$ cat src/rtl/toggle_sync_rx_multi.sv
// Multi-channel toggle receiver: sync chain -> edge pulse -> saturating pending counter with pop handshake.
// Latency: edge sampled at E pulses after E+SYNC_STAGES-1, counted one cycle later; pop takes effect on valid&ready.
// Backpressure: events queue in the counter up to 2^CNT_W-1; TOGGLE_SYNC_RX_OVF_EN adds sticky ovf_o on drops.
module toggle_sync_rx_multi #(
  parameter int CH_NUM      = 4,
  parameter int SYNC_STAGES = 2,
  parameter int CNT_W       = 4
) (
  input  logic                    clk_i,
  input  logic                    srst_i,
  input  logic [CH_NUM-1:0]       toggle_i,
  output logic [CH_NUM-1:0]       pulse_o,
  output logic [CH_NUM-1:0]       evt_valid_o,
  input  logic [CH_NUM-1:0]       evt_ready_i,
  output logic [CH_NUM*CNT_W-1:0] evt_cnt_o,
  output logic [CH_NUM-1:0]       ovf_o
);

  for (genvar n = 0; n < CH_NUM; n++) begin : g_ch
    (* ASYNC_REG = "true" *) logic meta_q;
    logic [SYNC_STAGES-2:0] sync_q;
    logic                   hist_q;
    logic [CNT_W-1:0]       cnt_q;
    logic                   inc;
    logic                   pop;
    logic                   at_max;

    always_ff @(posedge clk_i) begin
      if (srst_i) begin
        meta_q <= 1'b0;
        sync_q <= '0;
        hist_q <= 1'b0;
      end else begin
        meta_q    <= toggle_i[n];
        sync_q[0] <= meta_q;
        for (int k = 1; k < SYNC_STAGES - 1; k++) begin
          sync_q[k] <= sync_q[k-1];
        end
        hist_q <= sync_q[SYNC_STAGES-2];
      end
    end

    assign inc    = sync_q[SYNC_STAGES-2] ^ hist_q;
    assign at_max = (cnt_q == '1);
    assign pop    = evt_valid_o[n] & evt_ready_i[n];

    // Coincident inc and pop cancel, so a full counter that is being drained never drops.
    always_ff @(posedge clk_i) begin
      if (srst_i) begin
        cnt_q <= '0;
      end else if (inc && !pop && !at_max) begin
        cnt_q <= cnt_q + CNT_W'(1);
      end else if (!inc && pop) begin
        cnt_q <= cnt_q - CNT_W'(1);
      end
    end

    assign pulse_o[n]                   = inc;
    assign evt_valid_o[n]               = (cnt_q != '0);
    assign evt_cnt_o[n*CNT_W +: CNT_W]  = cnt_q;

`ifdef TOGGLE_SYNC_RX_OVF_EN
    logic ovf_q;
    always_ff @(posedge clk_i) begin
      if (srst_i) begin
        ovf_q <= 1'b0;
      end else if (inc && !pop && at_max) begin
        ovf_q <= 1'b1;
      end
    end
    assign ovf_o[n] = ovf_q;
`else
    assign ovf_o[n] = 1'b0;
`endif
  end

endmodule
$ cat config.mk
export PLATFORM = sky130hd
export DESIGN_NAME = toggle_sync_rx_multi
export DESIGN_NICKNAME = d
export VERILOG_FILES = /design/src/rtl/toggle_sync_rx_multi.sv
export SDC_FILE = /design/constraint.sdc
export NUM_CORES = 1
export LEC_CHECK = 0
export ABC_AREA = 1
export CAP_MARGIN = 20
export CORE_ASPECT_RATIO = 0.5
export CORE_MARGIN = 2
export CORE_UTILIZATION = 50
export DETAILED_ROUTE_END_ITERATION = 10
export PLACE_DENSITY = 0.8
export SYNTH_ARGS = -nofsm -noshare
export SYNTH_HDL_FRONTEND = slang
export SYNTH_SLANG_ARGS = --single-unit
$ cat constraint.sdc
create_clock -name clk_i -period 2.3 [get_ports clk_i]
set_clock_uncertainty 0.2 [all_clocks]
set_input_delay 0.23 -clock clk_i [delete_from_list [all_inputs] [get_ports clk_i]]
set_output_delay 0.23 -clock clk_i [all_outputs]
set_load 0.05 [all_outputs]
==> reports/qor.txt, run 1 <==
Worst-margin pin slew: 0.508 ns
Switch share: 0.519
Io pins: 38
CP arrival: 1.70 ns
P_int: 1.38 mW
Placement Rows: 14
Placed insts: 283
Global-route wire length before repair: 5.30 mm
Syn Std Cell Area: 0.00167 sq mm
Clk Latency, worst-skew pair: 0.27 ns
NetSw: 1.49 mW
Die Span Y: 44.8 um
Initial antenna violation count: 0
First drt pass iteration count: 5
Pre-CTS setup slack: 0.0381 ns
Worst setup margin: 0.168 ns
Post-route ant nets: 0
Cells after Synth: 217
Num CTS Buffers: 3
Routability-driven placement congestion ratio: 0.805
Final Hold Viols: 0
DIE AREA: 0.00384 sq mm
Synth Area per Inst: 7.67 sq um
Final Net Count: 270
Htree depth: 1
Hold_sp: g_ch[2].meta_q
Hold Path Cell Cnt: 2
Effective utilization at floorplan: 0.540
Max Clock Freq: 469 MHz
Worst Path Buf+Inv: 1
DR vias: 1429
Share of power burned in registers: 0.278
Global route total overflow: 0
Post-DP HPWL: 2.43 mm
Reg clk slew, reported paths: 0.09 ns
Final setup violation count: 0
Max-cap violations: 0
CP Launch Type: flop
Req. time, crit path: 1.87 ns
Number of cells on the critical path: 3
Final worst path period share: 0.927
Clk pwr share: 0.106
Commonest non-fill, non-tap cells in the layout: nor2_1, clkdlybuf4s50_1, nand2_1
# hold bufs at CTS: 0
DRT iter0 DRCs: 26
Final Max Slew Viols: 0
R2R Path End: g_ch[1].cnt_q[3]
R2r setup slk: 0.19 ns
Commonest non-fill, non-tap cell in the layout: nor2_1
Seq/Total Area, Yosys: 0.337
Critical-path top delay cell: clkdlybuf4s50_1
Fill cells: 243
Post-CTS Resized: 0
# clock sinks: 28
Drt total wl: 3.08 mm
Max incr delay on CP: 0.82 ns
Vias in the first global route: 1265
Diode count: 0
Nature of the critical path endpoint: output pin
Reg2Reg Launch Point: g_ch[1].cnt_q[1]
Combinational power share: 0.616
Fin crit period: 2.13 ns
#FFs+latches synth: 28
Peak supply drop: 0.693 mV
Worst Hold End: g_ch[2].sync_q
Worst min-delay path class: flop to flop
RSZ-0062 raised after global routing: no
Crit path kind: flop to output pin
CTS tree: yes
Crit-path max FO: 6
Setup bufs post-CTS: 0
Post-synth cell types: 24
Cells on worst reg2reg path: 11
Finished Layout Cells: 287
Syn-to-layout area delta: 24.0%
Drt via density: 4.98
Clk root buf: clkbuf_8
Area leader, netlist: dfxtp_1
Wire per inst: 10.7 um
Synth area leaders: dfxtp_1, nor2_1, nand2_1, ha_1, nand2_2
Pwr dens: 1390 mW/mm^2
Pin count of the biggest net entering global routing: 17
Yosys warns: 0
Number of remaining DRC errors: 0
Lkg Pwr: 0.903 nW
Slew headroom: 0.660
Synth top area share: 0.337
Outcome: finished, final reports clean
Gr usage total: 0.173
Critical-path cell list: nor2_1 -> nand2_2 -> clkdlybuf4s50_1
Share of cells above drive strength 1: 0.243
Final hold slack: 0.209 ns
Die X: 85.6 um
Buffers added on ports: 33
Clk buf depth: 2
Crit-path leading delay family: buffers and inverters
Core Area: 0.00308 sq mm
power by group through the flow:
stage	Clock [mW]	Combinational [mW]	Sequential, mW
2_1_floorplan	0	0.974	1.13
3_3_place_gp	0	1.72	0.799
3_5_place_dp	0	1.77	0.808
4_1_cts	0.310	1.77	0.796
5_1_grt	0.332	1.91	0.824
6_report	0.304	1.77	0.797
cell type report:
type                    count  area [sq um]  area share
flip-flops and latches     28           579       0.281
clock buffers               4          55.1      0.0267
well taps                  40          50.0      0.0242
multi-input cells         156           948       0.459
repair buffers             34           338       0.164
inverters                  25          93.8      0.0455
worst max path at each step:
stage	end	startpoint
global placement	g_ch[1].cnt_q[3]	evt_ready_i[1]
global route	g_ch[1].cnt_q[3]	g_ch[1].cnt_q[0]
finish	evt_valid_o[1]	g_ch[1].cnt_q[1]
detailed placement	g_ch[1].cnt_q[3]	evt_ready_i[1]
CTS	evt_valid_o[1]	g_ch[1].cnt_q[1]
floorplan	g_ch[2].cnt_q[3]	g_ch[2].cnt_q[3]
tightest hold or removal path: cells and delay by family, from the launching register on:
family	cells	cell delay (ns)
buffers and inverters	1	0.04
and+or+nand+nor	1	0.03
DFF	1	0.31
flip-flops by register name, summed over array words and instances (netlist names):
signal	cells
g_ch.cnt_q	16
g_ch.hist_q	4
g_ch.meta_q	4
g_ch.sync_q	4
metrics by stage:
step / util / total power [mW] / TNS (ns) / area (sq um)
after floorplan: - / 2.10 / -0.102 / 1700
after global placement: 0.652 / 2.52 / 0 / 2010
after detailed placement: 0.652 / 2.58 / 0 / 2010
after CTS: 0.670 / 2.88 / 0 / 2060
after global routing: 0.670 / 3.06 / 0 / 2060
final: 0.670 / 2.87 / 0 / 2060
layer usage:
metal  vias up  global-route usage  share of wire
li1        735                   -              -
met1       652               0.210           0.44
met2        38               0.320           0.50
met3         4              0.0439          0.051
met4         0              0.0381         0.0062
met5         -                   0              0
synth_stat cells:
library cell	count
a21oi_1	12
a21oi_2	4
buf_1	1
buf_2	2
buf_4	8
conb_1	1
dfxtp_1	28
fa_1	4
ha_1	8
inv_1	20
inv_2	5
nand2_1	31
nand2_2	15
nand2_4	6
nand3_1	11
nand3_4	1
nand4_1	4
nor2_1	35
nor2_2	3
nor2_4	2
o21ai_0	3
o21ai_1	5
o21ai_2	4
xor2_1	4
logic make-up after synthesis:
family,after synthesis,share of synthesized area
simple gates,108,0.329
other cells,1,0.00225
fa+ha+maj,12,0.108
buf+inv,36,0.101
xor+xnor,4,0.0210
flops,28,0.337
compound gates,28,0.102
(Power assumes the default switching activity.)
==> run 2: changes to the inputs <==
Settings changed: MAX_ROUTING_LAYER set to met4, TNS_END_PERCENT set to 5.
==> run 2 against run 1 <==
Net effect: power is 0.71% lower; utilization down 0.12 points; cell count unchanged; setup slack improved by 0.0079 ns; via count fell by 3.6%; combinational power barely moved; flip-flop and latch count unchanged; clock-buffer cell count stayed put.
==> reports/qor.txt, run 2 (synthesis results as in run 1) <==
Outcome: finished, final reports clean
First drt pass iteration count: 5 (unchanged)
Max-cap violations: 0 (unchanged)
Clk Latency, worst-skew pair: 0.27 ns (about the same)
Crit-path leading delay family: buffers and inverters
Gr usage total: 0.173 (-0.000422)
Initial antenna violation count: 0 (unchanged)
Crit-path max FO: 7 (+1)
Syn-to-layout area delta: 23.7%
Num CTS Buffers: 3 (unchanged)
Slew headroom: 0.663 (+0.00250)
Clk buf depth: 2 (unchanged)
Combinational power share: 0.618 (+0.002)
Final setup violation count: 0 (unchanged)
Effective utilization at floorplan: 0.540 (unchanged)
Fin crit period: 2.12 ns (-0.00790 ns)
Final setup TNS: 0 ns (unchanged)
Share of power burned in registers: 0.276 (-0.002)
Setup bufs post-CTS: 0 (unchanged)
CP arrival: 1.69 ns (about the same)
Pin count of the biggest net entering global routing: 17 (unchanged)
Htree depth: 1 (unchanged)
Post-DP HPWL: 2.37 mm (-2.7%)
DR vias: 1377 (-3.6%)
# hold bufs at CTS: 0 (unchanged)
Final Hold Viols: 0 (unchanged)
Post-CTS Resized: 0 (unchanged)
Worst Path Buf+Inv: 1 (unchanged)
Global-route wire length before repair: 5.10 mm (-3.8%)
Final worst path period share: 0.924 (-0.00343)
Final core utilization: 0.668 (-0.00122)
Wire per inst: 10.2 um (-4.9%)
Vias in the first global route: 1232 (-2.6%)
Commonest non-fill, non-tap cell in the layout: nor2_1
Nature of the critical path endpoint: output pin
Number of remaining DRC errors: 0 (unchanged)
Diode count: 0 (unchanged)
PnR Total Power: 2.85 mW (-0.71%)
Max Clock Freq: 471 MHz (+0.37%)
Pwr dens: 1380 mW/mm^2 (-0.53%)
RSZ-0062 raised after global routing: no
CP Launch Type: flop
Drt via density: 4.80 (-3.6%)
Critical-path top delay cell: clkdlybuf4s50_1
Req. time, crit path: 1.87 ns (about the same)
Io pins: 38 (unchanged)
Worst min-delay path class: flop to flop
P_int: 1.37 mW (-0.51%)
Biggest register: g_ch.cnt_q
Crit path kind: flop to output pin
Drt total wl: 2.93 mm (-4.9%)
DIE AREA: 0.00384 sq mm (unchanged)
Fill cells: 247 (+1.6%)
Buffers added on ports: 33 (unchanged)
Core Area: 0.00308 sq mm (unchanged)
# clock sinks: 28 (unchanged)
Reg clk slew, reported paths: 0.09 ns (about the same)
Final Max Slew Viols: 0 (unchanged)
Final Net Count: 270 (unchanged)
Die X: 85.6 um (unchanged)
Switch share: 0.518 (-0.000973)
Max incr delay on CP: 0.82 ns (about the same)
Peak supply drop: 0.869 mV (+25%)
Share of cells above drive strength 1: 0.231 (-0.0121)
Lkg Pwr: 0.902 nW (-0.12%)
Post-route ant nets: 0 (unchanged)
Max FFs per register: 16 (unchanged)
Critical-path cell list: nor2_1 -> nand2_2 -> clkdlybuf4s50_1
Worst-margin pin slew: 0.504 ns (-0.00374 ns)
CTS tree: yes
Clk root buf: clkbuf_8
Commonest non-fill, non-tap cells in the layout: nor2_1, clkdlybuf4s50_1, nand2_1
Routability-driven placement congestion ratio: 0.821 (+1.9%)
Placement Rows: 14 (unchanged)
Global route total overflow: 0 (unchanged)
NetSw: 1.47 mW (-0.89%)
Die Span Y: 44.8 um (unchanged)
DRT iter0 DRCs: 60 (+130%)
Clk pwr share: 0.107 (about the same)
-- run 2: layer usage --
| layer | GRT usage | vias to the layer above | routed length [um] |
|---|---|---|---|
| li1 | - | 732 | - |
| met1 | 0.189 | 618 | 1310 |
| met2 | 0.322 | 25 | 1450 |
| met3 | 0.0494 | 2 | 156 |
| met4 | 0.0381 | 0 | 12 |
| met5 | - | - | 0 |
-- run 2: power groups by stage --
stage	clock network (mW)	logic, mW	registers, mW
4_1_cts	0.315	1.77	0.786
6_report	0.303	1.76	0.784
3_3_place_gp	0	1.71	0.795
3_5_place_dp	0	1.77	0.797
5_1_grt	0.335	1.90	0.812
2_1_floorplan	0	0.974	1.12
-- run 2: worst paths after layout --
path,to,from,slack [ns],depth (start not counted)
max,evt_valid_o[1],g_ch[1].cnt_q[0],0.18,3
min,g_ch[3].sync_q,g_ch[3].meta_q,0.20,2
max reg2reg,g_ch[2].cnt_q[3],g_ch[2].cnt_q[0],0.26,11
min reg2reg,g_ch[3].sync_q,g_ch[3].meta_q,0.20,2
-- run 2: area by class of cell --
cell class / instances / area [sq um] / area share
repair buffers: 34 / 338 / 0.164
flip-flops and latches: 28 / 576 / 0.279
clock buffers: 4 / 55.1 / 0.0267
well taps: 40 / 50.0 / 0.0243
inverters: 25 / 93.8 / 0.0455
multi-input cells: 156 / 948 / 0.460
-- run 2: metrics by stage --
step / instances / hold WS, ns / setup WS [ns] / cell area (sq um)
finish: 287 / 0.204 / 0.175 / 2060
global route: 287 / 0.235 / 0.0735 / 2060
CTS: 287 / 0.207 / 0.163 / 2060
detailed placement: 283 / 0.196 / 0.0880 / 2010
global placement: 283 / 0.190 / 0.155 / 2010
floorplan: 220 / 0.137 / -0.111 / 1690
-- run 2: worst reg2reg max path, cell delays in order, from the launching register on --
cell and delay, ns:
dfxtp_2 0.37, nor2_1 0.15, nand2_2 0.08, nand2_2 0.10, nand2_4 0.08, ha_1 0.33
a21oi_1 0.21, nand2_1 0.09, o21ai_2 0.15, nand3_1 0.08, nand2_1 0.06, nor2_1 0.04
==> run 3: changes to the inputs <==
Settings changed: SETUP_SLACK_MARGIN set to 0.4.
==> run 3 against run 2 <==
Net effect: power rose by 12%; fmax rose by 2.2%; non-clock buffer count did not move; wire length rose by 8.8%; sequential share of layout area fell by 0.60 points; final area rose by 10%; global-route usage rose by 2.4 points; setup slack improved by 0.046 ns; critical path depth rose by 2; via count rose by 3.5%; first-iteration DRC count fell by 15%; critical endpoint is now pulse_o[2]; largest power group unchanged.
==> reports/qor.txt, run 3 (synthesis results as in run 1) <==
DRT iter0 DRCs: 51 (-15%)
Nature of the critical path endpoint: output pin
Crit-path max FO: 3 (-4)
Placement Rows: 14 (unchanged)
Critical Path Start: g_ch[2].sync_q
Setup bufs post-CTS: 0 (unchanged)
Req. time, crit path: 1.87 ns (about the same)
Final setup violation count: 0 (unchanged)
DIE AREA: 0.00384 sq mm (unchanged)
Clk root buf: clkbuf_8
Max-cap violations: 0 (unchanged)
Hold_sp: g_ch[0].meta_q
Drt total wl: 3.19 mm (+8.8%)
Global route total overflow: 0 (unchanged)
Outcome: finished, final reports clean
Diode count: 0 (unchanged)
Worst min-delay path class: flop to flop
Biggest register: g_ch.cnt_q
Reg2Reg Launch Point: g_ch[2].sync_q
Drt via density: 4.97 (+3.5%)
Buffers added on ports: 33 (unchanged)
Crit path kind: flop to output pin
Vias in the first global route: 1406 (+14%)
Reg clk slew, reported paths: 0.09 ns (about the same)
Post-route ant nets: 0 (unchanged)
Lkg Pwr: 0.968 nW (+7.3%)
Final Hold Viols: 0 (unchanged)
Pin count of the biggest net entering global routing: 17 (unchanged)
R2r setup slk: 0.40 ns (+0.14 ns)
Clk buf depth: 2 (unchanged)
First drt pass iteration count: 4 (-1)
Peak supply drop: 0.869 mV (about the same)
CP Launch Type: flop
Number of remaining DRC errors: 0 (unchanged)
Commonest non-fill, non-tap cells in the layout: nand2_1, clkdlybuf4s50_1, nor2_1
Pwr dens: 1400 mW/mm^2 (+1.4%)
Final Net Count: 270 (unchanged)
CP arrival: 1.65 ns (-0.04 ns)
CTS tree: yes
Fin crit period: 2.08 ns (-0.0456 ns)
Routability-driven placement congestion ratio: 0.848 (+3.4%)
Final setup TNS: 0 ns (unchanged)
Initial antenna violation count: 0 (unchanged)
Slew headroom: 0.662 (-0.00125)
# clock sinks: 28 (unchanged)
Num CTS Buffers: 3 (unchanged)
Max FFs per register: 16 (unchanged)
Final Max Slew Viols: 0 (unchanged)
Io pins: 38 (unchanged)
Final worst path period share: 0.904 (-0.0198)
Die X: 85.6 um (unchanged)
RSZ-0062 raised after global routing: yes
Syn-to-layout area delta: 36.4%
Gr usage total: 0.196 (+0.0237)
Effective utilization at floorplan: 0.540 (unchanged)
Clk Latency, worst-skew pair: 0.27 ns (about the same)
Worst-margin pin slew: 0.506 ns (+0.00186 ns)
Max Clock Freq: 481 MHz (+2.2%)
Global-route wire length before repair: 5.85 mm (+15%)
Core Area: 0.00308 sq mm (unchanged)
Htree depth: 1 (unchanged)
Wire per inst: 11.1 um (+8.8%)
Post-DP HPWL: 2.55 mm (+7.7%)
DR vias: 1425 (+3.5%)
Die Span Y: 44.8 um (unchanged)
Share of cells above drive strength 1: 0.312 (+0.0810)
PnR Total Power: 3.18 mW (+12%)
[run 3: timing repair]
item / in CTS / in global routing
endpoints found under the setup margin: 27 / 31
hold buffers: 0 / 0
gates resized for setup: 1 / 1
[run 3: final timing paths]
check,to,cells after the start
worst max register to register,g_ch[2].cnt_q[3],12
worst min-delay path,g_ch[0].sync_q,2
worst max-delay path,pulse_o[2],5
worst min register to register,g_ch[0].sync_q,2
[run 3: worst max-delay path: stages, from the launching register on]
cell	delay, ns
dfxtp_1	0.36
inv_2	0.05
nand2_2	0.06
nand2_2	0.07
inv_1	0.05
clkdlybuf4s50_1	0.79
[run 3: cell type report]
class                      count  area [sq um]
sequential                    28           621
multi-input combinational    156          1110
timing repair buffer          34           339
inverter                      25          93.8
clock buffer                   4          55.1
tap                           40          50.0
fill                         241           812
[run 3: per-stage QoR]
| step | utilization | cells | hold slack [ns] | instance area [sq um] | setup WS, ns |
|---|---|---|---|---|---|
| after CTS | 0.736 | 287 | 0.210 | 2270 | 0.191 |
| after detailed placement | 0.718 | 283 | 0.196 | 2210 | 0.204 |
| final | 0.737 | 287 | 0.208 | 2270 | 0.221 |
| after global placement | 0.718 | 283 | 0.189 | 2210 | 0.247 |
| after floorplan | - | 220 | 0.137 | 1900 | 0.370 |
| after global routing | 0.737 | 287 | 0.242 | 2270 | 0.126 |
[run 3: layer usage]
metal / part of all wire / vias up / track usage
li1: - / 730 / -
met1: 0.46 / 664 / 0.228
met2: 0.49 / 27 / 0.363
met3: 0.035 / 4 / 0.0347
met4: 0.0097 / 0 / 0.0508
met5: 0 / - / -
[run 3: where the power goes]
group | switching (mW) | internal (mW) | total [mW]
Combinational | 1.23 | 0.748 | 1.97
Clock | 0.148 | 0.153 | 0.301
Sequential | 0.243 | 0.660 | 0.903
